--- config.mk ---
export PLATFORM = sky130hd
export DESIGN_NAME = fp_mul_seq
export DESIGN_NICKNAME = d
export VERILOG_FILES = /design/src/rtl/fp754_pkg.sv /design/src/rtl/fp_round_pack.sv /design/src/rtl/fp_mul_seq.sv
export SDC_FILE = /design/constraint.sdc
export NUM_CORES = 1
export LEC_CHECK = 0
export CAP_MARGIN = 20
export CORE_MARGIN = 1
export CORE_UTILIZATION = 60
export DETAILED_ROUTE_END_ITERATION = 8
export PLACE_DENSITY_LB_ADDON = 0.2
export REMOVE_ABC_BUFFERS = 1
export SYNTH_ARGS = -nofsm -noshare
export SYNTH_HDL_FRONTEND = slang
export SYNTH_SLANG_ARGS = --single-unit
--- constraint.sdc ---
create_clock -name clk -period 13.4 [get_ports clk]
set_clock_uncertainty 0.05 [all_clocks]
set_input_delay 1.34 -clock clk [delete_from_list [all_inputs] [get_ports clk]]
set_output_delay 1.34 -clock clk [all_outputs]
set_load 0.01 [all_outputs]
--- src/rtl/fp754_pkg.sv ---
// Shared IEEE-754 single-precision field widths, flag positions, FSM states and operand classifier.
// Latency: n/a (declarations only).
// Backpressure: n/a.
package fp754_pkg;

    localparam int EXP_W = 8;
    localparam int MAN_W = 23;
    localparam int BIAS  = 127;

    localparam logic [31:0] QNAN = 32'h7FC00000;

    localparam int INVALID = 3;
    localparam int OVF     = 2;
    localparam int UNF     = 1;
    localparam int INEXACT = 0;

    typedef enum logic [2:0] {
        IDLE,
        MUL,
        NORM,
        ROUND,
        DONE
    } state_t;

    typedef enum logic [1:0] {
        CLS_ZERO,
        CLS_INF,
        CLS_NAN,
        CLS_NORMAL
    } fp_class_t;

    // Exponent 0 counts as zero, so subnormal operands flush.
    function automatic fp_class_t fp_classify(input logic [EXP_W-1:0] exponent,
                                              input logic [MAN_W-1:0] mantissa);
        if (exponent == '0)
            return CLS_ZERO;
        if (exponent == '1)
            return (mantissa == '0) ? CLS_INF : CLS_NAN;
        return CLS_NORMAL;
    endfunction

endpackage

--- src/rtl/fp_round_pack.sv ---
// Round-to-nearest-even of a normalised product, then overflow/underflow pack.
// Latency: combinational.
// Backpressure: none; the caller registers the output.
module fp_round_pack
    import fp754_pkg::*;
(
    input  logic              sign,
    input  logic signed [9:0] exponent,
    input  logic [45:0]       frac,
    output logic [31:0]       result,
    output logic [3:0]        flags
);

    logic [MAN_W-1:0] mant;
    logic             guard;
    logic             sticky;
    logic             round_up;
    logic [MAN_W:0]   mant_inc;
    logic signed [9:0] exp_r;

    always_comb begin
        mant     = frac[45:23];
        guard    = frac[22];
        sticky   = |frac[21:0];
        round_up = guard & (sticky | mant[0]);
        mant_inc = {1'b0, mant} + {{MAN_W{1'b0}}, round_up};
        // A carry out leaves the low field at zero and bumps the exponent.
        exp_r    = exponent + {9'd0, mant_inc[MAN_W]};

        result          = {sign, exp_r[7:0], mant_inc[MAN_W-1:0]};
        flags           = '0;
        flags[INEXACT]  = guard | sticky;

        if (exp_r >= 10'sd255) begin
            result         = {sign, 8'hFF, 23'h0};
            flags[OVF]     = 1'b1;
            flags[INEXACT] = 1'b1;
        end else if (exp_r <= 10'sd0) begin
            result         = {sign, 31'h0};
            flags[UNF]     = 1'b1;
            flags[INEXACT] = 1'b1;
        end
    end

endmodule

--- src/rtl/fp_mul_seq.sv ---
// Sequential single-precision multiplier: shift-add mantissa product, normalise, RNE round, pack.
// Latency: 24/BITS_PER_CYCLE+2 clocks for normal operands; special operands report right after accept.
// Backpressure: one op in flight; in_ready only in IDLE, result held in DONE until out_ready.
module fp_mul_seq
    import fp754_pkg::*;
#(
    parameter int BITS_PER_CYCLE = 1
)
(
    input  logic              clk,
    input  logic              rst,
    input  logic              in_valid,
    output logic              in_ready,
    input  logic              a_sign,
    input  logic [EXP_W-1:0]  a_exponent,
    input  logic [MAN_W-1:0]  a_mantissa,
    input  logic              b_sign,
    input  logic [EXP_W-1:0]  b_exponent,
    input  logic [MAN_W-1:0]  b_mantissa,
    output logic              out_valid,
    input  logic              out_ready,
    output logic [31:0]       result,
    output logic [3:0]        flags
);

    localparam int ITERS = 24 / BITS_PER_CYCLE;
    localparam int CNT_W = 5;

    if (!(BITS_PER_CYCLE == 1 || BITS_PER_CYCLE == 2 || BITS_PER_CYCLE == 3 ||
          BITS_PER_CYCLE == 4 || BITS_PER_CYCLE == 6 || BITS_PER_CYCLE == 8 ||
          BITS_PER_CYCLE == 12 || BITS_PER_CYCLE == 24)) begin : g_bad_bits_per_cycle
        $error("fp_mul_seq: BITS_PER_CYCLE must be one of 1,2,3,4,6,8,12,24");
    end

    state_t            state;
    state_t            state_nxt;
    logic [47:0]       acc;
    logic [47:0]       mcand;
    logic [23:0]       mplier;
    logic [CNT_W-1:0]  iter;
    logic signed [9:0] exp_q;
    logic              sign_q;
    logic [31:0]       result_q;
    logic [3:0]        flags_q;
    logic              out_valid_q;

    fp_class_t         a_cls;
    fp_class_t         b_cls;
    logic              sign_in;
    logic              special;
    logic [31:0]       spec_result;
    logic [3:0]        spec_flags;
    logic [47:0]       partial;
    logic              last_iter;
    logic [31:0]       rp_result;
    logic [3:0]        rp_flags;

    always_comb begin
        a_cls       = fp_classify(a_exponent, a_mantissa);
        b_cls       = fp_classify(b_exponent, b_mantissa);
        sign_in     = a_sign ^ b_sign;
        special     = (a_cls != CLS_NORMAL) || (b_cls != CLS_NORMAL);
        spec_result = {sign_in, 31'h0};
        spec_flags  = '0;
        if (a_cls == CLS_NAN || b_cls == CLS_NAN ||
            (a_cls == CLS_INF && b_cls == CLS_ZERO) ||
            (a_cls == CLS_ZERO && b_cls == CLS_INF)) begin
            spec_result         = QNAN;
            spec_flags[INVALID] = 1'b1;
        end else if (a_cls == CLS_INF || b_cls == CLS_INF) begin
            spec_result = {sign_in, 8'hFF, 23'h0};
        end
    end

    // Sum of this cycle's partial products; mcand is pre-shifted to the current weight.
    always_comb begin
        partial = '0;
        for (int j = 0; j < BITS_PER_CYCLE; j++) begin
            if (mplier[j])
                partial = partial + (mcand << j);
        end
    end

    assign last_iter = (iter == CNT_W'(ITERS - 1));

    always_ff @(posedge clk or posedge rst) begin
        if (rst)
            state <= IDLE;
        else
            state <= state_nxt;
    end

    always_comb begin
        state_nxt = state;
        case (state)
            IDLE:    if (in_valid) state_nxt = special ? DONE : MUL;
            MUL:     if (last_iter) state_nxt = NORM;
            NORM:    state_nxt = ROUND;
            ROUND:   state_nxt = DONE;
            DONE:    if (out_ready) state_nxt = IDLE;
            default: state_nxt = IDLE;
        endcase
    end

    always_ff @(posedge clk or posedge rst) begin
        if (rst) begin
            acc         <= '0;
            mcand       <= '0;
            mplier      <= '0;
            iter        <= '0;
            exp_q       <= '0;
            sign_q      <= 1'b0;
            result_q    <= '0;
            flags_q     <= '0;
            out_valid_q <= 1'b0;
        end else begin
            case (state)
                IDLE: begin
                    if (in_valid) begin
                        sign_q <= sign_in;
                        exp_q  <= $signed({2'b00, a_exponent}) + $signed({2'b00, b_exponent})
                                  - 10'(BIAS);
                        mcand  <= {24'd0, 1'b1, a_mantissa};
                        mplier <= {1'b1, b_mantissa};
                        acc    <= '0;
                        iter   <= '0;
                        if (special) begin
                            result_q    <= spec_result;
                            flags_q     <= spec_flags;
                            out_valid_q <= 1'b1;
                        end
                    end
                end
                MUL: begin
                    acc    <= acc + partial;
                    mcand  <= mcand << BITS_PER_CYCLE;
                    mplier <= mplier >> BITS_PER_CYCLE;
                    iter   <= iter + 1'b1;
                end
                NORM: begin
                    // Bit shifted out lands in bit 0, which only ever feeds sticky.
                    if (acc[47]) begin
                        acc   <= {1'b0, acc[47:2], acc[1] | acc[0]};
                        exp_q <= exp_q + 10'sd1;
                    end
                end
                ROUND: begin
                    result_q    <= rp_result;
                    flags_q     <= rp_flags;
                    out_valid_q <= 1'b1;
                end
                DONE: begin
                    if (out_ready)
                        out_valid_q <= 1'b0;
                end
                default: ;
            endcase
        end
    end

    fp_round_pack u_round_pack (
        .sign     (sign_q),
        .exponent (exp_q),
        .frac     (acc[45:0]),
        .result   (rp_result),
        .flags    (rp_flags)
    );

    assign in_ready  = (state == IDLE);
    assign out_valid = out_valid_q;
    assign result    = result_q;
    assign flags     = flags_q;

endmodule
==> results.py, run 1 <==
metrics = {
    "status": {
        "status": "completed",
    },
    "grt": {
        "grt.met3_usage_pct": 4.97,
        "gr-usage-met1_pct": 41.6,
        "grt_pass1_wl_mm": 50.8,
        "grt_pass1_vias": 10226,
        "antenna_found_initial": 0,
        "grt_use_met2_pct": 50.9,
        "track_usage_pct": 31.2,
        "largest_net_degree_at_the_start_of_global_routing": 102,
        "overflow": 0,
        "grt-busiest-layer": "met2",
    },
    "cells_and_area": {
        "fillCellCount": 1599,
        "fin_nets": 1646,
        "final_layout_size_suffix_gt1_share_pct": 4.40,
        "area_growth_pct": 14.2,
        "postLayoutCellArea_um2": 13700,
        "antenna_cells_inserted": 0,
        "fin_cells": 1786,
    },
    "clock_tree": {
        "worst_skew_pair.late_latency_ns": 0.45,
        "cts.path.max_buffers": 2,
        "clock_sinks": 176,
        "clock_tree.root_cell": "sky130_fd_sc_hd__clkbuf_16",
        "holdBufCountCts": 0,
        "cts_max_level": 4,
        "clkTransAtPathRegs_ns": 0.07,
        "post_cts_buffers": 0,
        "cts_inserted_buffers": 17,
        "postCtsResizedCells": 0,
        "tritoncts": "done",
    },
    "timing": {
        "fmax_ghz": 0.250,
        "timing.final.crit_period_ns": 4.00,
        "grt_setup_unrepaired": "false",
        "max_slew.worst_pin.slew_ns": 1.13,
        "hold_viol_final": 0,
        "hold_ws_ns": 0.434,
        "totalNegativeSetupSlack_ns": 0,
        "setup_failing_eps_final": 0,
        "timing.final.crit_share_pct": 29.9,
        "relSlewSlack_pct": 24.3,
        "timing_max_transition_violations_final": 0,
    },
    "power_and_ir_drop": {
        "power_density_nw_per_um2": 278,
        "total_leakage_power_nw": 6.08,
        "vdd_ir_drop_max_uv": 132,
        "totalPowerFinal_mw": 3.82,
    },
    "route": {
        "detailedRoute.firstIterationViolations": 837,
        "routed_wire_length_per_instance_um": 17.2,
        "drc_errors": 0,
        "postRouteWirelength_mm": 30.8,
        "vias_per_cell": 6.14,
        "drt.antenna.violating_nets": 0,
        "detailedRoute.firstPassIterationCount": 7,
        "dr_total_vias": 10971,
    },
    "placement": {
        "gp_routability_congestion": 0.989,
        "port_buffers": 105,
        "placed_cell_area_um2": 13100,
        "placed_cells_incl_taps": 1752,
        "dpl.hpwl_mm": 21.8,
    },
    "synth": {
        "post-synth-top-area-cell": "sky130_fd_sc_hd__dfrtp_1",
        "synth.yosys.warnings": 0,
        "synth_ff_type": "sky130_fd_sc_hd__dfrtp_1",
        "synthesis.instances": 1457,
        "flip_flop_and_latch_count_after_synthesis": 176,
        "synth.top_cells.by_area": "sky130_fd_sc_hd__dfrtp_1 37%, sky130_fd_sc_hd__nand2_1 7.9%, sky130_fd_sc_hd__ha_1 7.1%, sky130_fd_sc_hd__nor2_1 3.9%, sky130_fd_sc_hd__o21ai_0 3.4%",
        "post_synth_most_frequent_cells": "252 x sky130_fd_sc_hd__nand2_1, 176 x sky130_fd_sc_hd__dfrtp_1, 126 x sky130_fd_sc_hd__nor2_1",
        "yosysUniqueCellTypes": 70,
        "post-synth-top-count-cell": "sky130_fd_sc_hd__nand2_1",
        "synth-seq-area-share_pct": 36.6,
        "synthDominantCellAreaShare_pct": 36.6,
        "proportion_of_synthesized_flip_flops_having_asynchronous_set_or_reset_pct": 100,
        "mappedNetlistArea_um2": 12000,
        "synth-edff-count": 0,
        "post_synth.cell_area_avg_um2": 8.25,
    },
    "floorplanning": {
        "num_rows": 51,
        "die_h_um": 144,
        "io_pins": 106,
        "fp.dieW_um": 144,
        "starting_density_of_the_core_pct": 61.6,
        "die_area_um2": 20600,
        "design.core.area_um2": 19500,
    },
    "setup_path": {
        "worst-path-max-fanout": 7,
        "setup.worst_path.class": "reg2reg",
        "setup.worst_path.end_class": "register",
        "cp.required_ns": 13.68,
        "arrival_time_of_data_at_the_critical_path_endpoint_ns": 4.28,
        "reg2reg_from": "acc[28]$_DFFE_PP0P_",
        "r2r_cell_count": 17,
        "reg2reg_slack_ns": 9.40,
        "reg2reg_to": "result[27]$_DFFE_PP0P_",
        "start_kind": "register",
    },
    "job": {
        "timing.max_cap.violations": 0,
    },
    "min_path": {
        "hold_end": "result[18]$_DFFE_PP0P_",
        "hold_path.class": "reg2reg",
        "whs_path_depth": 2,
        "min-delay-start": "result[18]$_DFFE_PP0P_",
    },
}
[logic make-up (layout without fill, tap and decap cells)]
| kind of cell | after synthesis | after routing | synth area share (%) |
|---|---|---|---|
| AOI/OAI and AO/OA | 370 | 370 | 19.5 |
| muxes | 29 | 29 | 2.41 |
| DFF | 176 | 176 | 36.6 |
| and+or+nand+nor | 622 | 622 | 24.0 |
| xor gates and xnor gates | 79 | 79 | 5.75 |
| buffers and inverters | 111 | 175 | 4.32 |
| adders and majority gates | 70 | 70 | 7.41 |
[power breakdown]
group	internal, mW	switching (mW)
Clock	0.297	0.227
Combinational	0.968	1.27
Sequential	0.798	0.262
[per-layer routing]
| layer | vias to the layer above | part of all wire [%] |
|---|---|---|
| li1 | 5307 | - |
| met1 | 5235 | 44 |
| met2 | 348 | 47 |
| met3 | 81 | 5.4 |
| met4 | 0 | 3.1 |
| met5 | - | 0 |
[sequential cells by signal (all words and copies together) (netlist names)]
register   count
acc           48
mcand         48
result        32
mplier        24
exp_q         10
iter           5
flags          4
state          3
out_valid      1
sign_q         1
[placed cells by master, fill, tap and decap left out, types with 30 or more instances in the layout]
| cell type | n |
|---|---|
| sky130_fd_sc_hd__nand2_1 | 251 |
| sky130_fd_sc_hd__dfrtp_1 | 176 |
| sky130_fd_sc_hd__nor2_1 | 124 |
| sky130_fd_sc_hd__clkdlybuf4s50_1 | 105 |
| sky130_fd_sc_hd__o21ai_0 | 81 |
| sky130_fd_sc_hd__a21oi_1 | 79 |
| sky130_fd_sc_hd__ha_1 | 68 |
| sky130_fd_sc_hd__nand3_1 | 65 |
| sky130_fd_sc_hd__a31oi_1 | 59 |
| sky130_fd_sc_hd__and2_1 | 51 |
| sky130_fd_sc_hd__xor2_1 | 42 |
| sky130_fd_sc_hd__xnor2_1 | 37 |
| sky130_fd_sc_hd__o22ai_1 | 30 |
[metrics by stage]
step | util [%] | setup slack [ns]
finish | 70.3 | 9.40
global route | 70.3 | 8.98
CTS | 70.1 | 9.45
detailed placement | 67.0 | 9.48
global placement | 67.0 | 9.55
floorplan | - | 7.24
[area by class of cell]
cell class	count	area [µm²]	share of cell area (%)
clock inverter	14	181	1.32
sequential	176	4400	32.1
clock buffer	18	429	3.12
timing repair buffer	117	1170	8.51
tap	265	332	2.41
inverter	26	103	0.747
multi-input combinational	1170	7120	51.8
[worst max-delay path, stage by stage (launching register included)]
cell                       delay [ns]
sky130_fd_sc_hd__dfrtp_1         0.48
sky130_fd_sc_hd__and3_1          0.24
sky130_fd_sc_hd__and3_1          0.21
sky130_fd_sc_hd__nand3_1         0.11
sky130_fd_sc_hd__nor3_1          0.42
sky130_fd_sc_hd__and3_1          0.28
sky130_fd_sc_hd__and3_1          0.23
sky130_fd_sc_hd__ha_1            0.19
sky130_fd_sc_hd__ha_1            0.24
sky130_fd_sc_hd__nand3_1         0.11
sky130_fd_sc_hd__xnor2_1         0.17
sky130_fd_sc_hd__nand2_1         0.09
sky130_fd_sc_hd__nor3_1          0.05
sky130_fd_sc_hd__o21a_1          0.17
sky130_fd_sc_hd__o21ai_0         0.20
sky130_fd_sc_hd__nand2b_1        0.18
sky130_fd_sc_hd__nand2_1         0.16
sky130_fd_sc_hd__a221o_1         0.32
[worst max-delay path by stage]
stage                              from                      to  slack (ns)  cells past startpoint
floorplan                           rst      acc[0]$_DFFE_PP0P_        7.24                      1
global placement          a_exponent[1]    exp_q[7]$_DFFE_PP0P_        9.55                     12
detailed placement  acc[28]$_DFFE_PP0P_  result[27]$_DFFE_PP0P_        9.48                     17
CTS                 acc[28]$_DFFE_PP0P_  result[27]$_DFFE_PP0P_        9.45                     17
global route        acc[28]$_DFFE_PP0P_  result[27]$_DFFE_PP0P_        8.98                     17
finish              acc[28]$_DFFE_PP0P_  result[27]$_DFFE_PP0P_        9.40                     17
Power figures use the tool's default switching activity.
==> inputs of run 2 (changes only) <==
--- a/config.mk
+++ b/config.mk
@@ -7,7 +7,7 @@
 export LEC_CHECK = 0
 export CAP_MARGIN = 20
 export CORE_MARGIN = 1
-export CORE_UTILIZATION = 60
+export CORE_UTILIZATION = 59
 export DETAILED_ROUTE_END_ITERATION = 8
 export PLACE_DENSITY_LB_ADDON = 0.2
 export REMOVE_ABC_BUFFERS = 1
==> constraint.sdc (replaced) <==
create_clock -name clk -period 4.1 [get_ports clk]
set_clock_uncertainty 0.05 [all_clocks]
set_input_delay 0.41 -clock clk [delete_from_list [all_inputs] [get_ports clk]]
set_output_delay 0.41 -clock clk [all_outputs]
set_load 0.01 [all_outputs]
==> run 2 against run 1 <==
  * Combinational power grew to 3.3 times the previous value
  * Non-clock buffer count is 10 higher
  * Cell area is 0.19% higher
  * Clock power grew to 3.1 times the previous value
  * Fmax increased by 4.6%
  * Power rose to 3.2 times the previous value
  * Core utilization down 0.55 points
  * Critical endpoint is now result[23]$_DFFE_PP0P_
==> results.py, run 2 (synthesis gave the netlist of run 1 again) <==
metrics = {
    "cells_and_area": {
        "postLayoutCellArea_um2": 13800,
        "final_common_cell": "sky130_fd_sc_hd__nand2_1",
        "final_cell_mix": "251 x sky130_fd_sc_hd__nand2_1, 176 x sky130_fd_sc_hd__dfrtp_1, 124 x sky130_fd_sc_hd__nor2_1",
        "fin_nets": 1656,
        "antenna_cells_inserted": 0,
        "area_growth_pct": 14.4,
        "final_layout_size_suffix_gt1_share_pct": 4.97,
    },
    "grt": {
        "grt_pass1_wl_mm": 48.8,
        "overflow": 0,
        "grt_pass1_vias": 9836,
        "antenna_found_initial": 0,
        "largest_net_degree_at_the_start_of_global_routing": 97,
        "track_usage_pct": 29.5,
    },
    "setup_path": {
        "cp.required_ns": 4.37,
        "crit_path_cell_trace": "and3_1 > and3_1 > nand3_1 > nor3_2 > and3_1 > and3_1 > ha_1 > ha_1 > nand3_1 > xnor2_1 > nand2_1 > nor3_1 > o21a_1 > o21ai_0 > nand2b_1 > nand2_1 > a221o_1",
        "critPathSlowestCell": "sky130_fd_sc_hd__dfrtp_1",
        "critPathMaxStageDelay_ns": 0.47,
        "arrival_time_of_data_at_the_critical_path_endpoint_ns": 4.09,
        "worst-path-max-fanout": 7,
        "setup.worst_path.end_class": "register",
        "start_kind": "register",
        "setup.worst_path.class": "reg2reg",
        "crit_path_frequent_cell": "sky130_fd_sc_hd__and3_1",
    },
    "route": {
        "drc_errors": 0,
        "detailedRoute.firstIterationViolations": 833,
        "routed_wire_length_per_instance_um": 16.3,
        "drt.antenna.violating_nets": 0,
        "detailedRoute.firstPassIterationCount": 5,
        "dr_total_vias": 10832,
        "postRouteWirelength_mm": 29.2,
        "vias_per_cell": 6.03,
    },
    "clock_tree": {
        "holdBufCountCts": 0,
        "cts_inserted_buffers": 17,
        "cts_max_level": 4,
        "post_cts_buffers": 0,
        "clock_sinks": 176,
        "postCtsResizedCells": 0,
        "clkTransAtPathRegs_ns": 0.07,
        "clock_tree.root_cell": "sky130_fd_sc_hd__clkbuf_16",
        "cts.path.max_buffers": 2,
        "tritoncts": "done",
        "worst_skew_pair.late_latency_ns": 0.44,
    },
    "power_and_ir_drop": {
        "p_seq_share_pct": 27.6,
        "p_comb_share_pct": 59.5,
        "totalPowerFinal_mw": 12.4,
        "power.internal_mw": 6.67,
        "clkPwrFrac_pct": 12.9,
        "vdd_ir_drop_max_uv": 447,
        "power_density_nw_per_um2": 902,
        "netSwitchingFraction_pct": 46.3,
        "switching_power_of_the_nets_mw": 5.74,
        "total_leakage_power_nw": 6.10,
    },
    "placement": {
        "dpl.hpwl_mm": 21.4,
        "port_buffers": 105,
        "dp_slack_ns": 0.158,
        "gp_routability_congestion": 0.963,
        "placed_cell_area_um2": 13200,
    },
    "job": {
        "timing.max_cap.violations": 0,
    },
    "timing": {
        "setup_failing_eps_final": 0,
        "timing_max_transition_violations_final": 0,
        "fmax_ghz": 0.261,
        "hold_viol_final": 0,
        "max_slew.worst_pin.slew_ns": 1.08,
        "timing.final.crit_period_ns": 3.83,
        "timing.final.crit_share_pct": 93.3,
        "relSlewSlack_pct": 28.0,
        "final.setup.worst_slack_ns": 0.274,
    },
    "min_path": {
        "hold_path.class": "reg2reg",
    },
    "floorplanning": {
        "die_h_um": 145,
        "die_area_um2": 21000,
        "design.core.area_um2": 19700,
        "fp.dieW_um": 145,
        "starting_density_of_the_core_pct": 61.0,
        "io_pins": 106,
        "num_rows": 51,
    },
    "status": {
        "status": "completed",
    },
}
==> run 2: cell types whose count changed in the layout (fill, tap and decap cells not counted), sizes merged <==
cell,delta
clkbuf,+1
bufinv,-2
buf,+10
==> run 2: area by class of cell <==
cell class              count  area [µm²]
multi-input cells        1170        7120
fillers                  1587        5960
repair buffers            127        1240
flip-flops and latches    176        4400
clock buffers              19         433
well taps                 265         332
clock inverters            12         131
inverters                  26         103
==> run 2: metal layers <==
metal  wire, µm  track usage (%)  part of all wire [%]  vias to the layer above
met5          0                0                     0                        -
met4        625             9.20                   2.1                        0
met3       1520             3.85                   5.2                       47
met2      13100             46.3                    45                      346
met1      14000             42.2                    48                     5091
li1           -                -                     -                     5348
==> run 2: worst max-delay path, delay by kind of cell, from the launching register on <==
| family | cells | cell delay, ns |
|---|---|---|
| AO/OA/AOI/OAI | 3 | 0.67 |
| XOR/XNOR | 1 | 0.16 |
| adder cells (fa/ha/maj) | 2 | 0.46 |
| flip-flops | 1 | 0.47 |
| AND/OR/NAND/NOR | 11 | 1.90 |
==> run 2: worst paths after layout <==
| check | from | endpoint | slack [ns] | depth (start not counted) |
|---|---|---|---|---|
| max | acc[28]$_DFFE_PP0P_ | result[23]$_DFFE_PP0P_ | 0.27 | 17 |
| min | result[0]$_DFFE_PP0P_ | result[0]$_DFFE_PP0P_ | 0.43 | 2 |
| max reg2reg | acc[28]$_DFFE_PP0P_ | result[23]$_DFFE_PP0P_ | 0.27 | 17 |
| min reg2reg | result[0]$_DFFE_PP0P_ | result[0]$_DFFE_PP0P_ | 0.43 | 2 |
| max in group asynchronous | rst | acc[4]$_DFFE_PP0P_ | 2.59 | 3 |
| min in group asynchronous | rst | result[23]$_DFFE_PP0P_ | 0.48 | 2 |
==> run 2: stage by stage <==
stage / setup TNS [ns] / hold slack (ns) / instances / utilization [%]
after global placement: 0 / 0.410 / 1763 / 66.8
final: 0 / 0.426 / 1795 / 69.8
after floorplan: -199.51 / 0.397 / 1372 / -
after global routing: -0.0122 / 0.456 / 1795 / 69.8
after detailed placement: 0 / 0.419 / 1763 / 66.8
after CTS: 0 / 0.432 / 1794 / 69.6
==> run 2: power groups by stage <==
stage                     Sequential (mW)  Clock [mW]  Combinational [mW]
after detailed placement             3.44           0                7.24
after global routing                 3.55        1.69                8.24
after CTS                            3.41        1.61                7.30
after floorplan                      3.30           0                5.38
final                                3.42        1.60                7.39
after global placement               3.40           0                7.12
